File: src/rtl/jt12_acc_seq.sv
// Slot scheduler for the FM output accumulator: walks 4*NCH operator slots per sample and
// serves per-channel rl/alg from a double-buffered register file committed at frame end.
module jt12_acc_seq #(
    parameter int unsigned NCH    = 6,
    parameter logic [1:0]  RL_RST = 2'b11
) (
    input  logic       clk,
    input  logic       rst_n,
    input  logic       clk_en,
    input  logic       cfg_we,
    input  logic [2:0] cfg_ch,
    input  logic [1:0] cfg_rl,
    input  logic [2:0] cfg_alg,
    input  logic       cfg_pcm_we,
    input  logic       cfg_pcm,
    output logic       zero,
    output logic       s1_enters,
    output logic       s2_enters,
    output logic       s3_enters,
    output logic       s4_enters,
    output logic       ch6op,
    output logic [2:0] cur_ch,
    output logic [2:0] alg,
    output logic [1:0] rl,
    output logic       pcm_en
);

    localparam logic [2:0] LastCh  = 3'(NCH - 1);
    localparam logic [4:0] CfgRst  = {RL_RST, 3'd0};

    logic [2:0] ch_q;
    logic [1:0] grp_q;
    logic [4:0] stg_q [NCH];
    logic [4:0] stg_d [NCH];
    logic [4:0] act_q [NCH];
    logic       stg_pcm_q, stg_pcm_d;
    logic       act_pcm_q;
    logic [4:0] act_sel;
    logic       last_slot;

    assign last_slot = (grp_q == 2'd3) && (ch_q == LastCh);

    // Staging writes are visible combinationally so a commit on the same edge picks them up.
    always_comb begin
        for (int i = 0; i < NCH; i++) begin
            stg_d[i] = stg_q[i];
            if (cfg_we && cfg_ch == 3'(i)) begin
                stg_d[i] = {cfg_rl, cfg_alg};
            end
        end
        stg_pcm_d = cfg_pcm_we ? cfg_pcm : stg_pcm_q;
    end

    always_comb begin
        act_sel = CfgRst;
        for (int i = 0; i < NCH; i++) begin
            if (ch_q == 3'(i)) begin
                act_sel = act_q[i];
            end
        end
    end

    always_ff @(posedge clk or negedge rst_n) begin
        if (!rst_n) begin
            for (int i = 0; i < NCH; i++) begin
                stg_q[i] <= CfgRst;
                act_q[i] <= CfgRst;
            end
            stg_pcm_q <= 1'b0;
            act_pcm_q <= 1'b0;
        end else begin
            for (int i = 0; i < NCH; i++) begin
                stg_q[i] <= stg_d[i];
                if (clk_en && last_slot) begin
                    act_q[i] <= stg_d[i];
                end
            end
            stg_pcm_q <= stg_pcm_d;
            if (clk_en && last_slot) begin
                act_pcm_q <= stg_pcm_d;
            end
        end
    end

    // Outputs decode the pre-advance counter, i.e. the slot consumed on this same edge.
    always_ff @(posedge clk or negedge rst_n) begin
        if (!rst_n) begin
            ch_q      <= 3'd0;
            grp_q     <= 2'd0;
            zero      <= 1'b0;
            s1_enters <= 1'b0;
            s2_enters <= 1'b0;
            s3_enters <= 1'b0;
            s4_enters <= 1'b0;
            ch6op     <= 1'b0;
            cur_ch    <= 3'd0;
            alg       <= 3'd0;
            rl        <= RL_RST;
            pcm_en    <= 1'b0;
        end else if (clk_en) begin
            if (ch_q == LastCh) begin
                ch_q  <= 3'd0;
                grp_q <= grp_q + 2'd1;
            end else begin
                ch_q  <= ch_q + 3'd1;
            end
            zero      <= (grp_q == 2'd0) && (ch_q == 3'd0);
            s1_enters <= (grp_q == 2'd0);
            s3_enters <= (grp_q == 2'd1);
            s2_enters <= (grp_q == 2'd2);
            s4_enters <= (grp_q == 2'd3);
            ch6op     <= (ch_q == LastCh);
            cur_ch    <= ch_q;
            alg       <= act_sel[2:0];
            rl        <= act_sel[4:3];
            pcm_en    <= act_pcm_q;
        end
    end

endmodule
File: config.mk
export PLATFORM = sky130hd
export DESIGN_NAME = jt12_acc_seq
export DESIGN_NICKNAME = d
export VERILOG_FILES = /design/src/rtl/jt12_acc_seq.sv
export SDC_FILE = /design/constraint.sdc
export NUM_CORES = 1
export LEC_CHECK = 0
export ABC_AREA = 1
export CAP_MARGIN = 20
export CORE_MARGIN = 2
export CORE_UTILIZATION = 25
export CTS_BUF_LIST = sky130_fd_sc_hd__clkbuf_16
export DETAILED_ROUTE_END_ITERATION = 8
export GPL_TIMING_DRIVEN = 0
export SLEW_MARGIN = 30
export SYNTH_ARGS = -nofsm -noshare
export SYNTH_HDL_FRONTEND = slang
export SYNTH_SLANG_ARGS = --single-unit
File: constraint.sdc
create_clock -name clk -period 2.9 [get_ports clk]
set_clock_uncertainty 0.2 [all_clocks]
set_input_delay 0.58 -clock clk [delete_from_list [all_inputs] [get_ports clk]]
set_output_delay 0.58 -clock clk [all_outputs]
set_load 0.05 [all_outputs]
# Word level (Yosys, flattened, before mapping)

Cells that the tools add are included.

Reductions and logical operators: 13
$add $sub $neg: 2
Muxes and demuxes: 14
Equality and inequality tests: 13

Operators by type and width:

| cell                  | count |
|---|---|
| $mux W5               | 12 |
| $eq A3 B2 Y1 const B  | 4 |
| $eq A3 B3 Y1 const B  | 4 |
| $logic_and A1 B1 Y1   | 9 |
| $eq A3 B1 Y1 const B  | 2 |
| $logic_not A3 Y1      | 2 |
| $eq A2 B2 Y1 const B  | 2 |
| $add A3 B1 Y3 const B | 1 |
| $mux W3               | 1 |
| $add A2 B1 Y2 const B | 1 |
| $eq A2 B1 Y1 const B  | 1 |
| $logic_not A2 Y1      | 1 |
| $reduce_and A2 Y1     | 1 |
| $mux W1               | 1 |

Logic and storage cells: 68
Bits of input ports: 14
Bits in registers: 82
Output and inout bits: 15

# Logic depth before layout (Yosys ltp)

Gate-level depths: netlist of the first run.

Depth after elaboration: 7
Mapped depth: 11
Depth with buffers taken out: 10

# Worst setup path before layout of the first run

No wires, ideal clock.

Path type: reg-to-reg
From: register ch_q[2]
To: register alg[2]
Setup slack: 1.198 ns
Period minus slack after synthesis: 1.702 ns
Arrival time: 1.384 ns
Path buffers: 2
Setup time: 0.118 ns
Data required time: 2.582 ns
Stages on the path, launching flop included: 10
Cells stage by stage: dfrtp_1 > inv_1 > buf_2 > ha_1 > buf_2 > a21oi_1 > nand2_1 > nand2_1 > nand2_1 > nand2_1

Longest elaborated chain between the ends: 7
Elaborated cells between the ends (all ways): 12
Classes of those cells: eq/ne (5); mux (6); reduce/logical (1)

Ends and longest elaborated chain:

| what                   | RTL line | source |
|---|---|---|
| from (decl)            | 31       | `logic [2:0] ch_q;` |
| from (signal assigned) | 105      | `ch_q <= ch_q + 3'd1;` |
| $logic_not A3 Y1       | 57       | `if (ch_q == 3'(i)) begin` |
| $mux W5 (5 in a row)   | 57       |  |
| $mux W5 (*)            | 57       |  |
| to (signal assigned)   | 114      | `alg <= act_sel[2:0];` |
| to (decl)              | 23       | `output logic [2:0] alg,` |

Mark *: on every way between the ends. The rest lies on a longest branch, timed or not.
A chain may end at the register's enable or synchronous reset.

# Final worst setup path of the first run

From: register rl[1]
To: output rl[1]

RTL lines:

| what                   | RTL line | source |
|---|---|---|
| from (decl)            | 24       | `output logic [1:0] rl,` |
| from (signal assigned) | 115      | `rl <= act_sel[4:3];` |

No word-level cell between the ends.

==> reports/metrics.yaml, run 1 <==
pwr:
  p_comb_share_pct: 35.8
  swShare_pct: 37.9
  intPower_w: 0.00270
  leakage_nw: 2.06
  pwr-share-seq_pct: 40.5
  p_switching_w: 0.00165
  power_frac_clock_pct: 23.7
  p_per_area_mw_per_mm2: 997
  ir_drop_v: 0.000342
  power_w: 0.00434
final_layout:
  fin_area_sq_mm: 0.00435
  final_cell_mix: "132 x nand2_1, 56 x dfrtp_1, 45 x o21ai_0"
  multi_input_area_sq_mm: 0.00124
  area.sequential_sq_mm: 0.00208
  syn_to_final_growth_pct: 22.8
  n_antenna_cell: 0
  final_cell_count_no_fill: 621
  drive_above_1_share_pct: 15.0
  fillCellCount: 1453
  final_common_cell: "nand2_1"
  final_util_pct: 31.4
  final_net_count: 455
timing:
  rsz0062_at_grt: "false"
  fmax_ghz: 0.409
  finalHoldViolCount: 0
  worst_pin_slew_ps: 689
  slew_headroom_pct: 53.8
  period_share_pct: 84.2
  finalSetupViolations: 0
  fin_crit_ps: 2440
  maxSlewViolCount: 0
detailed_routing:
  vias: 2676
  wl_microns: 8090
  drtAntennaViolNets: 0
  wire_per_inst_microns: 13.0
  viasPerCell: 4.31
  drc: 0
  dr.pass1.iters: 4
  drt_iter0_markers: 141
run:
  cap_violations: 0
placed_design:
  dp.cells: 604
  dp.final_hpwl_microns: 5890
  gp_congestion: 0.827
  placed_cell_area_sq_mm: 0.00407
  numPortBuffers: 28
worst_setup_path:
  critical_path.top_delay_family: "buffers and inverters"
  critPathMaxStageDelay_ps: 790
  crit_required_ps: 2120
  crit_path_start_kind: "register"
  crit_fanout: 2
  path_class: "reg2out"
  cp_cell_sequence: "clkdlybuf4s50_1"
  cp.arrival_ps: 1660
  critical_path_buf_inv_count: 1
  ff2ff_setup_slack_ps: 890
  critical_path.slowest_cell: "clkdlybuf4s50_1"
  crit_path_end_kind: "primary output"
clocking:
  clkTransAtPathRegs_ps: 60
  cts_setup_buffers: 0
  cts.path.max_buffers: 2
  cts_tree: "yes"
  clock-sinks: 82
  htree_levels: 3
  cts_root_buf: "clkbuf_16"
  clk_latency_ps: 340
  numCtsBuffers: 9
grt:
  antenna_found_initial: 0
  grt_pass1_wl_microns: 13700
  grt.total_usage_pct: 11.7
  grt_pass1_vias: 2796
  grt_overflow: 0
  grt_max_degree: 44
logic_synthesis:
  synth-seq-cells: 82
  yosysWarningCount: 0
  syn_inst: 395
  avgSynthCellArea_sq_um: 8.97
  yosysUniqueCellTypes: 25
  syn-cell-area_sq_mm: 0.00354
  yosysSeqAreaShare_pct: 58.8
  synth_nets: 414
die:
  coreArea_sq_mm: 0.0139
  die_w_microns: 123
  die-area_sq_mm: 0.0151
  start_util_pct: 25.5
  fp.dieH_microns: 123
  ios: 29
  rows: 43
hold_path:
  hold_path_class: "reg2reg"
status:
  status: "finished clean"
-- metrics by stage --
step	hold WS, ps	TNS [ps]	setup WS, ps
after CTS	269	0	448
after global placement	260	-116810	-1720
after global routing	293	0	425
after floorplan	84.4	0	1200
final	266	0	457
after detailed placement	258	0	513
-- worst register-to-register path: cells and delay by family (launching register included) --
family                   cells  cell delay [ps]
AO/OA/AOI/OAI                1               90
adder cells (fa/ha/maj)      1              180
buffers and inverters        3              750
flip-flops                   1              390
AND/OR/NAND/NOR              4              300
-- synth_stat cells, drive strengths merged --
cell type / n / area, sq um
nand2: 136 / 531
o21ai: 67 / 335
dfrtp: 56 / 1400
inv: 39 / 146
dfstp: 26 / 683
a21oi: 16 / 80.1
nor2: 15 / 87.6
nand3: 14 / 80.1
buf: 10 / 62.6
ha: 5 / 62.6
clkbuf: 4 / 15.0
nor3: 2 / 15.0
xor2: 2 / 17.5
a32o: 1 / 10.0
mux2: 1 / 11.3
o22ai: 1 / 6.26
-- cell type report --
| type | count | area share (%) |
|---|---|---|
| clock inverter | 7 | 1.09 |
| sequential | 82 | 47.9 |
| timing repair buffer | 30 | 7.16 |
| inverter | 39 | 3.36 |
| clock buffer | 9 | 5.17 |
| tap | 180 | 5.17 |
| buffer | 14 | 1.78 |
| multi-input combinational | 260 | 28.4 |
-- flip-flops by register name, indices dropped and copies added, names as in the netlist --
name,count
stg_pcm_q,1
rl,2
alg,3
stg_q,30
s3_enters,1
cur_ch,3
s2_enters,1
ch_q,3
ch6op,1
grp_q,2
act_pcm_q,1
act_q,30
s1_enters,1
pcm_en,1
zero,1
s4_enters,1
-- metal layers --
layer / routed length, microns / up-vias / GRT usage (%)
met3: 327 / 10 / 3.00
met2: 3800 / 41 / 19.1
met5: 0 / - / 0
met1: 3870 / 1283 / 15.4
met4: 91 / 0 / 3.05
li1: - / 1342 / -
-- cell families (layout without fill, tap and decap cells) --
family / count (synthesis) / in the layout / synth area share [%]
buffers and inverters: 53 / 99 / 6.32
flip-flops: 82 / 82 / 58.8
AND/OR/NAND/NOR: 167 / 167 / 20.1
adder cells (fa/ha/maj): 5 / 5 / 1.76
multiplexers: 1 / 1 / 0.318
XOR/XNOR: 2 / 2 / 0.494
AO/OA/AOI/OAI: 85 / 85 / 12.2
-- path summary, 6_finish.rpt --
kind / endpoint / from / cells past startpoint
max: rl[1] / rl[1] / 1
min: rl[0] / rl[0] / 2
max reg2reg: alg[2] / ch_q[2] / 9
min reg2reg: rl[0] / rl[0] / 2
max in group asynchronous: act_q[8] / rst_n / 3
min in group asynchronous: stg_q[17] / rst_n / 2
-- power by group through the flow --
stage / Sequential, W / Clock [W] / Combinational [W]
3_3_place_gp: 0.00177 / 0 / 0.00152
3_5_place_dp: 0.00178 / 0 / 0.00156
5_1_grt: 0.00180 / 0.00111 / 0.00173
2_1_floorplan: 0.00203 / 0 / 0.000814
6_report: 0.00176 / 0.00103 / 0.00156
4_1_cts: 0.00176 / 0.00106 / 0.00157
-- timing repair --
item	in CTS	in global routing
hold endpoints to repair	32	0
gates resized for setup	0	0
setup endpoints to repair	0	0
hold buffers	1	0
Note: power is estimated with default switching activity, not from simulation.
==> run 2: changes to the inputs <==
==> constraint.sdc (replaced) <==
create_clock -name clk -period 2.1 [get_ports clk]
set_clock_uncertainty 0.2 [all_clocks]
set_input_delay 0.42 -clock clk [delete_from_list [all_inputs] [get_ports clk]]
set_output_delay 0.42 -clock clk [all_outputs]
set_load 0.05 [all_outputs]
==> run 2 against run 1 <==
Net effect: sequential power grew 37%; total power increased by 36%; cell count did not move; via count is 0.56% higher; non-clock buffer count stayed put; largest cell class unchanged; highest routed layer unchanged.
==> reports/metrics.yaml, run 2 (synthesis results as in run 1) <==
status:
  status: "finished clean"
worst_setup_path:
  cp_cell_sequence: "dlygate4sd2_1"
  critPathMaxStageDelay_ps: 530
  crit_path_start_kind: "register"
  critical_path.slowest_cell: "dfstp_2"
  crit_fanout: 2
  critical_path_buf_inv_count: 1
  crit_required_ps: 1480
  crit_path_end_kind: "primary output"
  cp.arrival_ps: 1380
  path_class: "reg2out"
  critical_path.top_delay_family: "flip-flops"
detailed_routing:
  wire_per_inst_microns: 13.0
  drtAntennaViolNets: 0
  drt_iter0_markers: 121
  dr.pass1.iters: 4
  viasPerCell: 4.33
  vias: 2691
  wl_microns: 8090
  drc: 0
timing:
  finalHoldViolCount: 0
  period_share_pct: 95.4
  worst_pin_slew_ps: 693
  setup_slack_ps: 96.2
  finalSetupViolations: 0
  slew_headroom_pct: 53.6
  holdWs_ps: 265
  fmax_ghz: 0.499
  rsz0062_at_grt: "false"
  fin_crit_ps: 2000
  fin_tns_setup_ps: 0
  maxSlewViolCount: 0
grt:
  grt_overflow: 0
  grt.total_usage_pct: 11.7
  grt_pass1_vias: 2801
  grt_max_degree: 44
  grt_pass1_wl_microns: 13700
  antenna_found_initial: 0
die:
  coreArea_sq_mm: 0.0139
  die-area_sq_mm: 0.0151
  die_w_microns: 123
  fp.dieH_microns: 123
  start_util_pct: 25.5
  rows: 43
  ios: 29
clocking:
  htree_levels: 3
  clk_latency_ps: 340
  clkTransAtPathRegs_ps: 60
  numCtsBuffers: 9
  cts.path.max_buffers: 2
  cts_tree: "yes"
  clock-sinks: 82
  cts_root_buf: "clkbuf_16"
placed_design:
  dp_slack_ps: -127
  numPortBuffers: 28
  dp.final_hpwl_microns: 5890
  gp_congestion: 0.827
pwr:
  ir_drop_v: 0.000474
  power_w: 0.00592
  leakage_nw: 2.11
  p_per_area_mw_per_mm2: 1360
final_layout:
  final_net_count: 455
  n_antenna_cell: 0
  final_util_pct: 31.3
  final_cell_mix: "132 x nand2_1, 56 x dfrtp_1, 45 x o21ai_0"
  final_common_cell: "nand2_1"
  syn_to_final_growth_pct: 22.4
  drive_above_1_share_pct: 15.0
  fillCellCount: 1456
  top_regs: "act_q x30, stg_q x30"
run:
  cap_violations: 0
hold_path:
  hold_path_class: "reg2reg"
## run 2: cell types whose count changed in the layout (fill, tap and decap cells not counted)
cell | previous run | this run
dlygate4sd2_1 | 0 | 15
clkdlybuf4s50_1 | 27 | 12
clkbuf_4 | 0 | 1
buf_2 | 5 | 4
## run 2: timing repair
action	4_1_cts	5_1_grt
setup endpoints to repair	15	1
pin swaps	0	0
hold buffers	1	0
endpoints found under the hold margin	32	0
gates resized for setup	15	1
setup buffers	0	0
## run 2: layout make-up
class / instances / area (sq um) / area share [%]
Clock inverter: 7 / 47.5 / 1.10
Sequential cell: 82 / 2080 / 48.1
Buffer: 14 / 80.1 / 1.85
Tap cell: 180 / 225 / 5.19
Inverter: 39 / 146 / 3.37
Clock buffer: 9 / 225 / 5.19
Multi-Input combinational cell: 260 / 1240 / 28.5
Timing Repair Buffer: 30 / 293 / 6.75
## run 2: power breakdown
| part | internal (W) | leakage (nW) | total [W] | switching [W] |
|---|---|---|---|---|
| Combinational | 0.000626 | 1.00 | 0.00208 | 0.00145 |
| Sequential | 0.00223 | 0.978 | 0.00242 | 0.000191 |
| Clock | 0.000795 | 0.125 | 0.00142 | 0.000628 |
## run 2: worst paths after layout
check	from	to	slack, ps	depth (start not counted)
worst min-delay path	rl[0]	rl[0]	260	2
min in group asynchronous	rst_n	stg_q[17]	370	2
worst max-delay path	rl[1]	rl[1]	100	1
worst min register to register	rl[0]	rl[0]	260	2
max in group asynchronous	rst_n	act_q[8]	730	3
worst max register to register	ch_q[2]	alg[2]	120	9
## run 2: stage by stage
stage,cell area (sq um),instances
2_1_floorplan,3540,395
3_3_place_gp,4050,603
3_5_place_dp,4070,604
4_1_cts,4340,621
5_1_grt,4340,621
6_report,4340,621
## run 2: per-layer routing
metal  vias to the layer above  routed length (microns)  GRT usage [%]
met2                        43                     3800           19.1
met4                         0                       91           3.05
met1                      1296                     3850           15.4
li1                       1342                        -              -
met5                         -                        0              0
met3                        10                      343           3.00
